===== src/rtl/baud_gen_frac.sv =====
// Fractional baud-rate generator producing oversample, mid-bit and end-of-bit ticks.
// Define BAUD_GEN_FRAC_EN to include the fractional phase accumulator and dvsr_frac path.

module baud_gen_frac #(
    parameter int unsigned      CNT_W    = 16,
    parameter int unsigned      FRAC_W   = 4,
    parameter int unsigned      OSR      = 16,
    parameter logic [CNT_W-1:0] DEF_DVSR = '0
) (
    input  logic              clk,
    input  logic              rst_n,
    input  logic              baud_en,
    input  logic [CNT_W-1:0]  dvsr_int,
    input  logic [FRAC_W-1:0] dvsr_frac,
    input  logic              dvsr_load,
    input  logic              resync,
    output logic              os_tick,
    output logic              mid_tick,
    output logic              bit_tick,
    output logic              cfg_pending
);

    localparam int unsigned     OS_W    = $clog2(OSR);
    localparam logic [OS_W-1:0] OS_LAST = OS_W'(OSR - 1);
    localparam logic [OS_W-1:0] OS_MID  = OS_W'(OSR / 2 - 1);

    // One extra bit so the stretched period at an all-ones divisor still terminates.
    logic [CNT_W:0]   cnt_q, cnt_d;
    logic [CNT_W:0]   limit;
    logic [CNT_W-1:0] act_int_q, act_int_d;
    logic [CNT_W-1:0] shd_int_q, shd_int_d;
    logic             pending_q, pending_d;
    logic [OS_W-1:0]  os_cnt_q, os_cnt_d;
    logic             os_tick_q, os_tick_d;
    logic             mid_tick_q, mid_tick_d;
    logic             bit_tick_q, bit_tick_d;
    logic             extra;
    logic             boundary;

`ifdef BAUD_GEN_FRAC_EN
    logic [FRAC_W-1:0] acc_q, acc_d;
    logic [FRAC_W-1:0] act_frac_q, act_frac_d;
    logic [FRAC_W-1:0] shd_frac_q, shd_frac_d;
    logic              extra_q, extra_d;

    assign extra = extra_q;
`else
    logic unused_frac;

    assign unused_frac = ^dvsr_frac;
    assign extra       = 1'b0;
`endif

    assign limit    = {1'b0, act_int_q} + {{CNT_W{1'b0}}, extra};
    assign boundary = baud_en && !resync && (cnt_q == limit);

    always_comb begin
        cnt_d      = cnt_q;
        os_cnt_d   = os_cnt_q;
        os_tick_d  = 1'b0;
        mid_tick_d = 1'b0;
        bit_tick_d = 1'b0;
        act_int_d  = act_int_q;
        shd_int_d  = shd_int_q;
        pending_d  = pending_q;
`ifdef BAUD_GEN_FRAC_EN
        acc_d      = acc_q;
        extra_d    = extra_q;
        act_frac_d = act_frac_q;
        shd_frac_d = shd_frac_q;
`endif

        if (resync) begin
            cnt_d    = '0;
            os_cnt_d = '0;
`ifdef BAUD_GEN_FRAC_EN
            acc_d    = '0;
            extra_d  = 1'b0;
`endif
        end else if (baud_en) begin
            if (boundary) begin
                cnt_d      = '0;
                os_tick_d  = 1'b1;
                mid_tick_d = (os_cnt_q == OS_MID);
                bit_tick_d = (os_cnt_q == OS_LAST);
                os_cnt_d   = (os_cnt_q == OS_LAST) ? '0 : os_cnt_q + OS_W'(1);
`ifdef BAUD_GEN_FRAC_EN
                {extra_d, acc_d} = {1'b0, acc_q} + {1'b0, act_frac_q};
`endif
            end else begin
                cnt_d = cnt_q + (CNT_W + 1)'(1);
            end
        end

        // A load landing on an apply edge bypasses the shadow so it governs the next period.
        if (dvsr_load && (boundary || resync)) begin
            act_int_d  = dvsr_int;
            shd_int_d  = dvsr_int;
            pending_d  = 1'b0;
`ifdef BAUD_GEN_FRAC_EN
            act_frac_d = dvsr_frac;
            shd_frac_d = dvsr_frac;
`endif
        end else if (dvsr_load) begin
            shd_int_d  = dvsr_int;
            pending_d  = 1'b1;
`ifdef BAUD_GEN_FRAC_EN
            shd_frac_d = dvsr_frac;
`endif
        end else if (pending_q && (boundary || resync || !baud_en)) begin
            act_int_d  = shd_int_q;
            pending_d  = 1'b0;
`ifdef BAUD_GEN_FRAC_EN
            act_frac_d = shd_frac_q;
`endif
        end
    end

    always_ff @(posedge clk or negedge rst_n) begin
        if (!rst_n) begin
            cnt_q      <= '0;
            os_cnt_q   <= '0;
            os_tick_q  <= 1'b0;
            mid_tick_q <= 1'b0;
            bit_tick_q <= 1'b0;
            act_int_q  <= DEF_DVSR;
            shd_int_q  <= '0;
            pending_q  <= 1'b0;
`ifdef BAUD_GEN_FRAC_EN
            acc_q      <= '0;
            extra_q    <= 1'b0;
            act_frac_q <= '0;
            shd_frac_q <= '0;
`endif
        end else begin
            cnt_q      <= cnt_d;
            os_cnt_q   <= os_cnt_d;
            os_tick_q  <= os_tick_d;
            mid_tick_q <= mid_tick_d;
            bit_tick_q <= bit_tick_d;
            act_int_q  <= act_int_d;
            shd_int_q  <= shd_int_d;
            pending_q  <= pending_d;
`ifdef BAUD_GEN_FRAC_EN
            acc_q      <= acc_d;
            extra_q    <= extra_d;
            act_frac_q <= act_frac_d;
            shd_frac_q <= shd_frac_d;
`endif
        end
    end

    assign os_tick     = os_tick_q;
    assign mid_tick    = mid_tick_q;
    assign bit_tick    = bit_tick_q;
    assign cfg_pending = pending_q;

endmodule


===== config.mk =====
export PLATFORM = sky130hd
export DESIGN_NAME = baud_gen_frac
export DESIGN_NICKNAME = d
export VERILOG_FILES = /design/src/rtl/baud_gen_frac.sv
export SDC_FILE = /design/constraint.sdc
export NUM_CORES = 1
export LEC_CHECK = 0
export CORE_UTILIZATION = 55
export DETAILED_ROUTE_END_ITERATION = 10
export PLACE_DENSITY = 0.79
export SLEW_MARGIN = 20
export SYNTH_ARGS = -nofsm -noshare
export SYNTH_HDL_FRONTEND = slang
export SYNTH_SLANG_ARGS = --single-unit

===== constraint.sdc =====
create_clock -name clk -period 5.3 [get_ports clk]
set_clock_uncertainty 0.05 [all_clocks]
set_input_delay 1.06 -clock clk [delete_from_list [all_inputs] [get_ports clk]]
set_output_delay 1.06 -clock clk [all_outputs]
set_load 0.05 [all_outputs]

### Word-level counts from Yosys, hierarchy flattened

Index checks and enable logic that the tools add are counted.

| storage, ports and cells | value |
|---|---|
| flip-flop bits (word level) | 57 |
| output and inout port bits | 4 |
| logic and storage cells | 53 |

| operators by class | value |
|---|---|
| add/sub/neg operators | 2 |
| equality and inequality tests | 4 |
| mux-type cells | 24 |
| reduce and logical (&&, ||, !) cells | 15 |

Operators by type and width:

| operator | count |
|---|---|
| 2-to-1 mux 16 bit | 5 |
| 2-to-1 mux 17 bit | 3 |
| adder 17 x 1 -> 17 bit (second input constant) | 1 |
| equality test 17 x 16 -> 1 bit | 1 |
| 2-to-1 mux 4 bit | 4 |
| 2-to-1 mux 1 bit | 12 |
| nonzero test 2 bit | 4 |
| adder 4 x 1 -> 4 bit (second input constant) | 1 |
| equality test 4 x 3 -> 1 bit (second input constant) | 1 |
| equality test 4 bit (second input constant) | 1 |
| logical AND 1 bit | 4 |
| AND reduction 2 bit | 2 |
| nonzero test 3 bit | 1 |
| zero test 1 bit | 2 |
| logical OR 1 bit | 2 |
| inequality test 2 x 1 -> 1 bit (second input constant) | 1 |

### Longest topological paths before layout

| logic depth | value |
|---|---|
| depth in word-level cells | 9 |
| mapped depth | 9 |
| mapped depth without buffers | 7 |

### Least setup slack after synthesis

OpenSTA, ideal clock, no wires.

| timing path | value |
|---|---|
| path type | input to register |
| start | input dvsr_load |
| end | register act_int_q[13] |
| library setup time | 125 ps |
| arrival | 2,173 ps |
| data required time | 5,125 ps |
| setup slack | 2,952 ps |
| cell stages on the path | 5 |
| path buffers | 1 |
| path through | and2_1 a41oi_4 buf_6 mux2_4 mux2_4 |

| between the ends | value |
|---|---|
| word-level cells in the longest chain between the ends | 3 |

Ends and longest elaborated chain:

| element | line | text |
|---|---|---|
| from (decl) | 15 | `input logic dvsr_load,` |
| logical AND 1 bit | 96 | `if (dvsr_load && (boundary \|\| resync)) begin` |
| inequality test 2 x 1 -> 1 bit (no source line) or nonzero test 2 bit (tied branches) | n/a |  |
| AND reduction 2 bit (no source line) | n/a |  |
| to (signal assigned) | 141 | `act_int_q <= act_int_d;` |
| to (decl) | 30 | `logic [CNT_W-1:0] act_int_q, act_int_d;` |

Several ways; a longest one is shown, not always the timed one.
A chain may end at the register's enable or synchronous reset.

### Worst setup path after layout

| timing path | value |
|---|---|
| start | input dvsr_load |
| end | register act_int_q[2] |

The elaborated chain is that of the path after synthesis.

==> impl_summary.txt <==
----------------------------------------------------
[Outcome]
  Result of the run ... finished clean

[Global routing]
  First-pass GRT wire length ... 10400 microns
  Global-route usage over all layers ... 0.234
  Initial antenna violation count ... 0
  Number of global-route vias before repair ... 2123
  GR Overflow Total ... 0
  Pin count of the biggest net entering global routing ... 58

[Detailed routing]
  Routed WL ... 5810 microns
  Routed WL per cell ... 15.8 microns
  Vias ... 2127
  First-pass DRT Iterations ... 4
  Via density per instance ... 5.80
  Antenna viol nets, final ... 0
  Drc violations ... 0
  First-iteration detailed-routing DRC count ... 146

[Clock tree]
  # H-tree levels ... 3
  Clk root buf ... sky130_fd_sc_hd__clkbuf_8
  Count of hold buffers inserted by post-cts repair ... 0
  Skew-Pair Late Insertion Delay ... 0.33 ns
  CTS buffer count ... 9
  Clock tree from TritonCTS ... built
  Clock Sink Count ... 57
  Number of gates resized after CTS ... 0
  Clock Tree Buf Depth ... 2
  Number of buffers inserted to repair setup after CTS ... 0
  Clk slew on worst S/H paths ... 0.06 ns

[Timing]
  Actual slew at the worst max-slew pin ... 0.867 ns
  Portion of the clock cycle consumed by the worst path in the final layout ... 0.638
  Final setup TNS ... 0 ns
  Max Slew Vio Count ... 0
  Setup repair after global routing missed its margin ... no
  Hold Violations, Final ... 0
  Post-route minimum period ... 3.38 ns
  Setup violation total in the final timing report ... 0
  Worst slew margin ... 0.421
  Smallest setup slack after layout ... 1.92 ns
  Max Fclk ... 296 MHz

[Cells and area]
  Final net count ... 321
  Area taken by flip-flops and latches ... 0.00143 sq mm
  Final antenna diode count ... 0
  Most common cell after layout, fill and taps aside ... sky130_fd_sc_hd__dfrtp_1
  Most frequent cells in the layout ... 57 x sky130_fd_sc_hd__dfrtp_1, 24 x sky130_fd_sc_hd__mux2_2, 23 x sky130_fd_sc_hd__clkdlybuf4s50_1
  Fillers ... 393
  Area of combinational cells with multiple inputs ... 0.00150 sq mm
  Design Area, Final ... 0.00345 sq mm
  Fraction of layout instances using a drive strength above 1 ... 0.202
  Signed area change from the synthesized netlist to the final layout ... 14.3%

[Logic synthesis]
  Synthesized area per cell ... 11.1 sq um
  Synthesized cell area ... 0.00302 sq mm
  Number of synthesized flops with an enable pin ... 0
  Part of the Yosys area used for sequential elements ... 0.473
  Synth cell types ... 46
  Number of cells produced by synthesis ... 271
  Net count after synthesis ... 298
  Number of synthesized register bits ... 57
  FFs w/ async S/R, synth ... 1.00
  Main flop type after synthesis ... sky130_fd_sc_hd__dfrtp_1
  Count of synthesis-stage warnings from yosys ... 0

[Setup path]
  Register-to-register setup slack ... 2.68 ns
  Worst Path Arrival ... 3.55 ns
  Maximum fanout along the worst path ... 23
  CP Class ... input port to flip-flop
  Startpoint of the most critical setup path ... dvsr_load
  Required time reported for the critical path endpoint ... 5.47 ns
  Reg-to-reg critical path endpoint ... act_int_q[6]$_DFFE_PN0P_
  CP endpoint ... act_int_q[2]$_DFFE_PN0P_
  Start of the worst register-to-register path ... cnt_q[0]$_DFFE_PN0N_
  CP endpoint kind ... flip-flop
  Depth of the worst register-to-register path ... 6
  Type of origin of the critical path ... input port

[Pwr]
  Peak supply drop ... 0.225 mV
  Leakage power summed over all cells ... 1.47 nW
  Power per unit of standard cell area ... 293 mW/mm^2

[Floorplan]
  Area of the die ... 0.00579 sq mm
  Vertical die dimension ... 76.1 microns
  Width of the die ... 76.1 microns
  Standard cell core area ... 0.00520 sq mm
  Number of rows created at floorplan ... 26
  Starting utilization of the core area ... 0.580
  Io pins ... 29

[Placement]
  Global placer's final weighted congestion ... 0.816
  Placement-stage cell area ... 0.00329 sq mm
  Pre-CTS setup slack ... 1.56 ns
  PortBufs ... 24
  Post-detail-place hpwl ... 3930 microns

[Run]
  Total of max-cap violations ... 0

[Min path]
  Hold/Removal Path Class ... flip-flop to flip-flop

----------------------------------------------------
## registers in the layout, indices dropped and copies added, names as in the netlist
register,cells
cnt_q,17
act_int_q,16
shd_int_q,16
os_cnt_q,4
bit_tick,1
cfg_pending,1
mid_tick,1
os_tick,1
## cell families (layout without fill, tap and decap cells)
logic type	Yosys count	count (layout)	share of synthesized area
AND/OR/NAND/NOR	75	75	0.143
AO/OA/AOI/OAI	62	62	0.141
flip-flops	57	57	0.473
multiplexers	38	38	0.153
buffers and inverters	21	47	0.0352
XOR/XNOR	16	16	0.0464
adder cells (fa/ha/maj)	2	2	0.00829
## per-layer routing
layer | track usage | share of wire
met3 | 0.0683 | 0.046
met2 | 0.345 | 0.46
met4 | 0.104 | 0.018
met1 | 0.320 | 0.48
met5 | 0 | 0
## Yosys cell counts (all sizes together), types with 3 or more instances
cell type  instances  area share
nor3               6       0.015
nand2             22       0.027
a21oi             13       0.022
nand2b             7       0.015
nand4              3      0.0062
nand3              9       0.015
inv                7      0.0087
o21ai             14       0.023
o22a               7       0.020
mux2              34        0.14
a31oi              8       0.017
clkbuf             7      0.0087
a21boi             7       0.017
a21o               4       0.010
xor2              12       0.035
xnor2              4       0.012
nor4               5       0.019
mux2i              4       0.013
buf                7       0.018
dfrtp             57        0.47
nor2              10       0.012
## through the flow
stage | util | power (W) | std cells | hold slack, ns
6_report | 0.663 | 0.00101 | 367 | 0.451
3_5_place_dp | 0.631 | 0.000675 | 353 | 0.441
2_1_floorplan | - | 0.000623 | 271 | 0.425
4_1_cts | 0.663 | 0.00102 | 367 | 0.454
3_3_place_gp | 0.630 | 0.000667 | 353 | 0.434
5_1_grt | 0.663 | 0.00106 | 367 | 0.473
## worst min-delay path by stage
stage | from | end | slack (ns) | cells after the start
6_report | shd_int_q[1]$_DFFE_PN0P_ | shd_int_q[1]$_DFFE_PN0P_ | 0.45 | 1
5_1_grt | shd_int_q[14]$_DFFE_PN0P_ | shd_int_q[14]$_DFFE_PN0P_ | 0.47 | 1
4_1_cts | shd_int_q[3]$_DFFE_PN0P_ | shd_int_q[3]$_DFFE_PN0P_ | 0.45 | 1
3_5_place_dp | shd_int_q[3]$_DFFE_PN0P_ | shd_int_q[3]$_DFFE_PN0P_ | 0.44 | 1
3_3_place_gp | shd_int_q[3]$_DFFE_PN0P_ | shd_int_q[3]$_DFFE_PN0P_ | 0.43 | 1
2_1_floorplan | shd_int_q[0]$_DFFE_PN0P_ | shd_int_q[0]$_DFFE_PN0P_ | 0.42 | 1
## area by class of cell
cell class,count,area share
Multi-Input combinational cell,193,0.434
Sequential cell,57,0.413
Timing Repair Buffer,26,0.0725
Clock buffer,14,0.0472
Tap cell,70,0.0254
Inverter,7,0.00762
## power breakdown
group | switching, W | internal [W]
Sequential | 0.0000316 | 0.000476
Combinational | 0.0000734 | 0.0000865
Clock | 0.000155 | 0.000190
## critical path, cell delays in order
cell                              delay [ns]
sky130_fd_sc_hd__clkdlybuf4s50_1        0.65
sky130_fd_sc_hd__buf_4                  0.32
sky130_fd_sc_hd__and2_1                 0.20
sky130_fd_sc_hd__a41oi_4                0.63
sky130_fd_sc_hd__mux2_2                 0.41
sky130_fd_sc_hd__mux2_2                 0.27
No activity file was read; power rests on OpenSTA's default activity.
